File: src/rtl/uart_rx_data_sampler.sv
`default_nettype none
// ============================================================================
// Module      : uart_rx_data_sampler
// Description : UART RX front end. It synchronises the line, counts oversampling
//               edges per bit and majority-votes the mid-bit samples.
//               DATA_SAMP_FIVE_VOTE_EN selects a 5-sample vote (3-sample otherwise).
// Revision    : 1.0 - initial release
// ============================================================================
module uart_rx_data_sampler #(
    parameter int PRESCALE_WIDTH = 6
) (
    input  logic                      CLK_DATA_SAMP,
    input  logic                      RST_DATA_SAMP,
    input  logic                      RX_IN_DATA_SAMP,
    input  logic [PRESCALE_WIDTH-1:0] Prescale_DATA_SAMP,
    input  logic                      dat_samp_en_DATA_SAMP,
    output logic                      sampled_bit_DATA_SAMP,
    output logic                      samp_valid_DATA_SAMP,
    output logic [PRESCALE_WIDTH-1:0] edge_cnt_DATA_SAMP,
    output logic                      bit_done_DATA_SAMP,
    output logic                      rx_sync_DATA_SAMP
);

`ifdef DATA_SAMP_FIVE_VOTE_EN
    localparam int NUM_VOTES = 5;
`else
    localparam int NUM_VOTES = 3;
`endif
    localparam int VOTE_OFS = NUM_VOTES / 2;

    localparam logic [PRESCALE_WIDTH-1:0] C_P8  = PRESCALE_WIDTH'(8);
    localparam logic [PRESCALE_WIDTH-1:0] C_P16 = PRESCALE_WIDTH'(16);
    localparam logic [PRESCALE_WIDTH-1:0] C_P32 = PRESCALE_WIDTH'(32);
    localparam logic [PRESCALE_WIDTH-1:0] C_ONE = PRESCALE_WIDTH'(1);

    logic                      r_sync1;
    logic                      r_sync2;
    logic                      r_en_d;
    logic [PRESCALE_WIDTH-1:0] r_prescale;
    logic [PRESCALE_WIDTH-1:0] r_cnt;
    logic                      r_bit_done;
    logic                      r_valid;
    logic                      r_sampled;
    logic [NUM_VOTES-2:0]      r_votes;

    logic                      w_en;
    logic [PRESCALE_WIDTH-1:0] w_p_eff;
    logic                      w_wrap;
    logic                      w_latch_p;
    logic [PRESCALE_WIDTH-1:0] w_p_nxt;
    logic [PRESCALE_WIDTH-1:0] w_cnt_nxt;
    logic                      w_done_nxt;
    logic [PRESCALE_WIDTH-1:0] w_vote_lo;
    logic [PRESCALE_WIDTH-1:0] w_vote_idx;
    logic                      w_last_vote;
    logic [2:0]                w_ones;
    logic                      w_majority;

    assign w_en = dat_samp_en_DATA_SAMP;

    // Unsupported ratios fall back to 8x oversampling.
    always_comb begin
        w_p_eff = C_P8;
        if (Prescale_DATA_SAMP == C_P16 || Prescale_DATA_SAMP == C_P32) begin
            w_p_eff = Prescale_DATA_SAMP;
        end
    end

    assign w_wrap    = w_en && (r_cnt == (r_prescale - C_ONE));
    assign w_latch_p = w_en && (!r_en_d || w_wrap);
    assign w_p_nxt   = w_latch_p ? w_p_eff : r_prescale;
    assign w_cnt_nxt = (!w_en || w_wrap) ? '0 : (r_cnt + C_ONE);

    // bit_done is registered so that it lines up with edge_cnt reading P-1.
    assign w_done_nxt = w_en && (w_cnt_nxt == (w_p_nxt - C_ONE));

    assign w_vote_lo   = (r_prescale >> 1) - PRESCALE_WIDTH'(VOTE_OFS);
    assign w_vote_idx  = r_cnt - w_vote_lo;
    assign w_last_vote = w_en && (w_vote_idx == PRESCALE_WIDTH'(NUM_VOTES - 1));

    // The final sample is taken straight from the synchroniser so valid lands one clock later.
    always_comb begin
        w_ones = {2'b00, r_sync2};
        for (int i = 0; i < NUM_VOTES - 1; i++) begin
            w_ones = w_ones + {2'b00, r_votes[i]};
        end
        w_majority = (w_ones > 3'(VOTE_OFS));
    end

    always_ff @(posedge CLK_DATA_SAMP or negedge RST_DATA_SAMP) begin
        if (!RST_DATA_SAMP) begin
            r_sync1 <= 1'b1;
            r_sync2 <= 1'b1;
        end else begin
            r_sync1 <= RX_IN_DATA_SAMP;
            r_sync2 <= r_sync1;
        end
    end

    always_ff @(posedge CLK_DATA_SAMP or negedge RST_DATA_SAMP) begin
        if (!RST_DATA_SAMP) begin
            r_en_d     <= 1'b0;
            r_prescale <= C_P8;
            r_cnt      <= '0;
            r_bit_done <= 1'b0;
        end else begin
            r_en_d     <= w_en;
            r_prescale <= w_p_nxt;
            r_cnt      <= w_cnt_nxt;
            r_bit_done <= w_done_nxt;
        end
    end

    always_ff @(posedge CLK_DATA_SAMP or negedge RST_DATA_SAMP) begin
        if (!RST_DATA_SAMP) begin
            r_votes   <= '1;
            r_valid   <= 1'b0;
            r_sampled <= 1'b1;
        end else begin
            r_valid <= w_last_vote;
            if (w_last_vote) begin
                r_sampled <= w_majority;
            end
            if (!w_en) begin
                r_votes <= '1;
            end else begin
                for (int i = 0; i < NUM_VOTES - 1; i++) begin
                    if (w_vote_idx == PRESCALE_WIDTH'(i)) begin
                        r_votes[i] <= r_sync2;
                    end
                end
            end
        end
    end

    assign sampled_bit_DATA_SAMP = r_sampled;
    assign samp_valid_DATA_SAMP  = r_valid;
    assign edge_cnt_DATA_SAMP    = r_cnt;
    assign bit_done_DATA_SAMP    = r_bit_done;
    assign rx_sync_DATA_SAMP     = r_sync2;

endmodule
`default_nettype wire

File: config.mk
export PLATFORM = sky130hd
export DESIGN_NAME = uart_rx_data_sampler
export DESIGN_NICKNAME = d
export VERILOG_FILES = /design/src/rtl/uart_rx_data_sampler.sv
export SDC_FILE = /design/constraint.sdc
export NUM_CORES = 1
export LEC_CHECK = 0
export CORE_MARGIN = 3
export CORE_UTILIZATION = 38
export CTS_BUF_LIST = sky130_fd_sc_hd__clkbuf_2 sky130_fd_sc_hd__clkbuf_4 sky130_fd_sc_hd__clkbuf_8
export CTS_CLUSTER_DIAMETER = 100
export DETAILED_ROUTE_END_ITERATION = 7
export SLEW_MARGIN = 40
export SYNTH_ARGS = -nofsm -noshare
export SYNTH_HDL_FRONTEND = slang
export SYNTH_SLANG_ARGS = --single-unit
File: constraint.sdc
create_clock -name CLK_DATA_SAMP -period 2.9 [get_ports CLK_DATA_SAMP]
set_input_delay 0.435 -clock CLK_DATA_SAMP [delete_from_list [all_inputs] [get_ports CLK_DATA_SAMP]]
set_output_delay 0.435 -clock CLK_DATA_SAMP [all_outputs]
set_load 0.05 [all_outputs]
==> impl_metrics.ini <==
[timing]
finalMaxSlewViolations = 0
final-setup-viol-count = 0
period_share_pct = 99.0
period_needed_ns = 2.87
holdWs_ns = 0.359
skew_ns = 0.00618
max-slew-margin-rel_pct = 66.7
finalHoldViolations = 0
tightest_slew_ns = 0.498
grt_setup_unrepaired = yes
clock.fmax_mhz = 348

[logic_synthesis]
postSynthCellCount = 161
yosys-top-cells-area = dfrtp_1, ha_1, dfstp_2
yosysTopAreaCell = dfrtp_1
synth_nets = 185
ys_seq_area_share_pct = 33.0
synth_top_area_share_pct = 22.8
synth.distinct_cells = 40
synth_seq_cells = 20
ys_warn_count = 0
syn_avg_cell_area_um2 = 9.55
netlist_area_um2 = 1540

[route]
routed_wl_um = 3530
firstDrtPassIters = 4
topRoutingLayerUsed = met4
wl_met3_um = 109
ant_nets = 0
drc = 0
detailroute.via_count = 1191
via_per_inst = 4.94
wl_met2_um = 1770
avgRoutedWirePerCell_um = 14.6
drt_iter0_drc = 28
wl_met1_um = 1610

[grt]
grt_overflow = 0
grt_usage_pct = 15.8
grt_max_degree = 13
grt_first_pass_wirelength_um = 6080
grt_pass1_vias = 1267
antenna_found_initial = 0

[status]
status = finished, final reports clean

[critical_path]
regToRegStartpoint = r_prescale[3]$_DFF_PN1_
crit_path_cell_trace = xnor3_1 -> or3b_4 -> o22a_1 -> and2_4 -> inv_4 -> ha_4 -> nand2_2 -> mux2i_4 -> xor2_2 -> mux2i_1 -> mux2i_1 -> nor4_2
crit_fanout = 6
startpoint_type = flip-flop
r2r_slack_ns = 0.03
required_ns = 3.07
critical_path_class = reg -> reg
cp-end-kind = flip-flop
crit_path_frequent_cell = mux2i_1
critPathMaxStageDelay_ns = 0.62
r2r_end = bit_done_DATA_SAMP$_DFF_PN0_
slowest_stage = dfstp_2
cp.arrival_ns = 3.04
rr_worst_depth = 12

[clock_tree]
clk_latency_ns = 0.26
htreeDepth = 1
tritoncts = yes
hold_buffers = 0
cts_sinks = 20
cts_made_buffers = 3
path_clk_slew_ns = 0.08
clock_tree.buffer_depth = 2
cts-root-buf = clkbuf_8

[die]
core-area_um2 = 3770
fp.dieW_um = 69.6
die_h_um = 69.6
initial_utilization_pct = 40.8
std_cell_rows = 22
ios = 20
die_area_um2 = 4850

[layout]
final_nets = 218
num-fill-cells = 330
diodes = 0
seq_area_um2 = 513
area_delta_synth_final_pct = 27.8
drive_gt1_share_pct = 23.3
finish.utilization_pct = 52.1
multiInputGateArea_um2 = 983

[hold_path]
min_from = r_sync1$_DFF_PN1_
worstHoldEndpoint = rx_sync_DATA_SAMP$_DFF_PN1_
hold_path_depth = 0
hold_path.class = reg -> reg

[placement]
dp_hpwl_um = 2820
place.port_buffers = 19
gp_congestion = 0.898

[run]
cap_violations = 0

[pwr]
powerDensity_nw_per_um2 = 335
cellLeakagePower_nw = 0.893
max-vdd-ir-drop_v = 0.000180
-- metrics by stage --
| stage | setup TNS [ns] | total power [mW] | cell area [um^2] | std cells | worst slack, ns |
|---|---|---|---|---|---|
| 6_report | 0 | 0.659 | 1970 | 241 | 0.0300 |
| 5_1_grt | -0.166 | 0.690 | 1970 | 241 | -0.166 |
| 4_1_cts | 0 | 0.665 | 1930 | 238 | 0.0104 |
| 3_5_place_dp | -0.0452 | 0.444 | 1860 | 234 | -0.0452 |
| 3_3_place_gp | 0 | 0.440 | 1860 | 234 | 0.101 |
| 2_1_floorplan | -0.00551 | 0.389 | 1560 | 161 | -0.00551 |
-- kinds of logic after synthesis --
group	after synthesis	share of synthesized area (%)
AOI/OAI and AO/OA	21	8.05
xor gates and xnor gates	21	13.3
buffers and inverters	21	5.78
DFF	20	33.0
and+or+nand+nor	54	19.7
adders and majority gates	14	11.9
muxes	10	8.22
-- Yosys cell counts (all sizes together) --
| cell type | number |
|---|---|
| clkbuf | 1 |
| nor2b | 2 |
| ha | 13 |
| nand4 | 1 |
| xnor3 | 1 |
| xor2 | 8 |
| or2 | 1 |
| buf | 3 |
| nor4 | 3 |
| nor3b | 1 |
| or4 | 1 |
| nand2b | 4 |
| or3b | 1 |
| a31oi | 2 |
| and3 | 3 |
| nand2 | 10 |
| dfstp | 6 |
| xnor2 | 12 |
| mux2i | 9 |
| a31o | 1 |
| a21oi | 11 |
| nand3b | 2 |
| dfrtp | 14 |
| nor3 | 5 |
| and2 | 2 |
| o22a | 1 |
| mux2 | 1 |
| fa | 1 |
| a21o | 2 |
| inv | 17 |
| o21ai | 4 |
| nor2 | 12 |
| nand3 | 6 |
-- per-layer routing --
| layer | GRT usage [%] | vias to the layer above |
|---|---|---|
| met4 | 5.11 | 0 |
| met5 | 0 | - |
| met1 | 20.1 | 557 |
| met3 | 2.17 | 4 |
| met2 | 27.3 | 19 |
| li1 | - | 611 |
-- sequential cells by signal, summed over array words and instances (netlist names) --
name                   cells
edge_cnt_DATA_SAMP         6
r_prescale                 6
r_votes                    2
r_sync1                    1
r_en_d                     1
samp_valid_DATA_SAMP       1
bit_done_DATA_SAMP         1
rx_sync_DATA_SAMP          1
sampled_bit_DATA_SAMP      1
-- where the power goes --
part           internal, mW  leakage, nW  switching, mW
registers             0.287        0.247        0.00975
logic                0.0664        0.618         0.0775
clock network         0.121       0.0288         0.0974
-- cells in the final DEF, fill, tap and decap left out, drive strengths merged --
master and count:
a21o 2, a21oi 11, a31o 1, a31oi 2, and2 2, and3 3, buf 13, clkbuf 4
clkdlybuf4s50 19, dfrtp 14, dfstp 6, fa 1, ha 13, inv 17, mux2 1, mux2i 9
nand2 10, nand2b 4, nand3 6, nand3b 2, nand4 1, nor2 12, nor2b 2, nor3 5
nor3b 1, nor4 3, o21ai 4, o22a 1, or2 1, or3b 1, or4 1, xnor2 12
xnor3 1, xor2 8
-- critical path: cells and delay by family, from the launching register on --
kind            cells  cell delay (ns)
mux                 3             0.48
simple gates        4             0.77
flops               1             0.62
compound gates      1             0.20
xor+xnor            2             0.51
buf+inv             1             0.06
fa+ha+maj           1             0.14
-- worst max path at each step --
stage / start / endpoint / slack, ns / cells past startpoint
after global placement: r_prescale[0]$_DFF_PN0_ / bit_done_DATA_SAMP$_DFF_PN0_ / 0.10 / 13
after global routing: r_prescale[3]$_DFF_PN1_ / bit_done_DATA_SAMP$_DFF_PN0_ / -0.17 / 12
final: r_prescale[3]$_DFF_PN1_ / bit_done_DATA_SAMP$_DFF_PN0_ / 0.03 / 12
after CTS: r_prescale[1]$_DFF_PN0_ / bit_done_DATA_SAMP$_DFF_PN0_ / 0.01 / 15
after floorplan: edge_cnt_DATA_SAMP[3]$_DFF_PN0_ / bit_done_DATA_SAMP$_DFF_PN0_ / -0.006 / 14
after detailed placement: r_prescale[0]$_DFF_PN0_ / bit_done_DATA_SAMP$_DFF_PN0_ / -0.05 / 13
-- final cells by class --
| class | count | area share (%) |
|---|---|---|
| clock buffers | 4 | 2.80 |
| multi-input cells | 120 | 50.0 |
| inverters | 17 | 3.37 |
| flip-flops and latches | 20 | 26.1 |
| repair buffers | 32 | 14.6 |
| well taps | 48 | 3.06 |
-- repair_timing --
item,in CTS,in global routing
endpoints found under the setup margin,1,3
buffers inserted,0,3
pin swaps,1,1
gates resized for setup,4,3
Power figures use the tool's default switching activity.
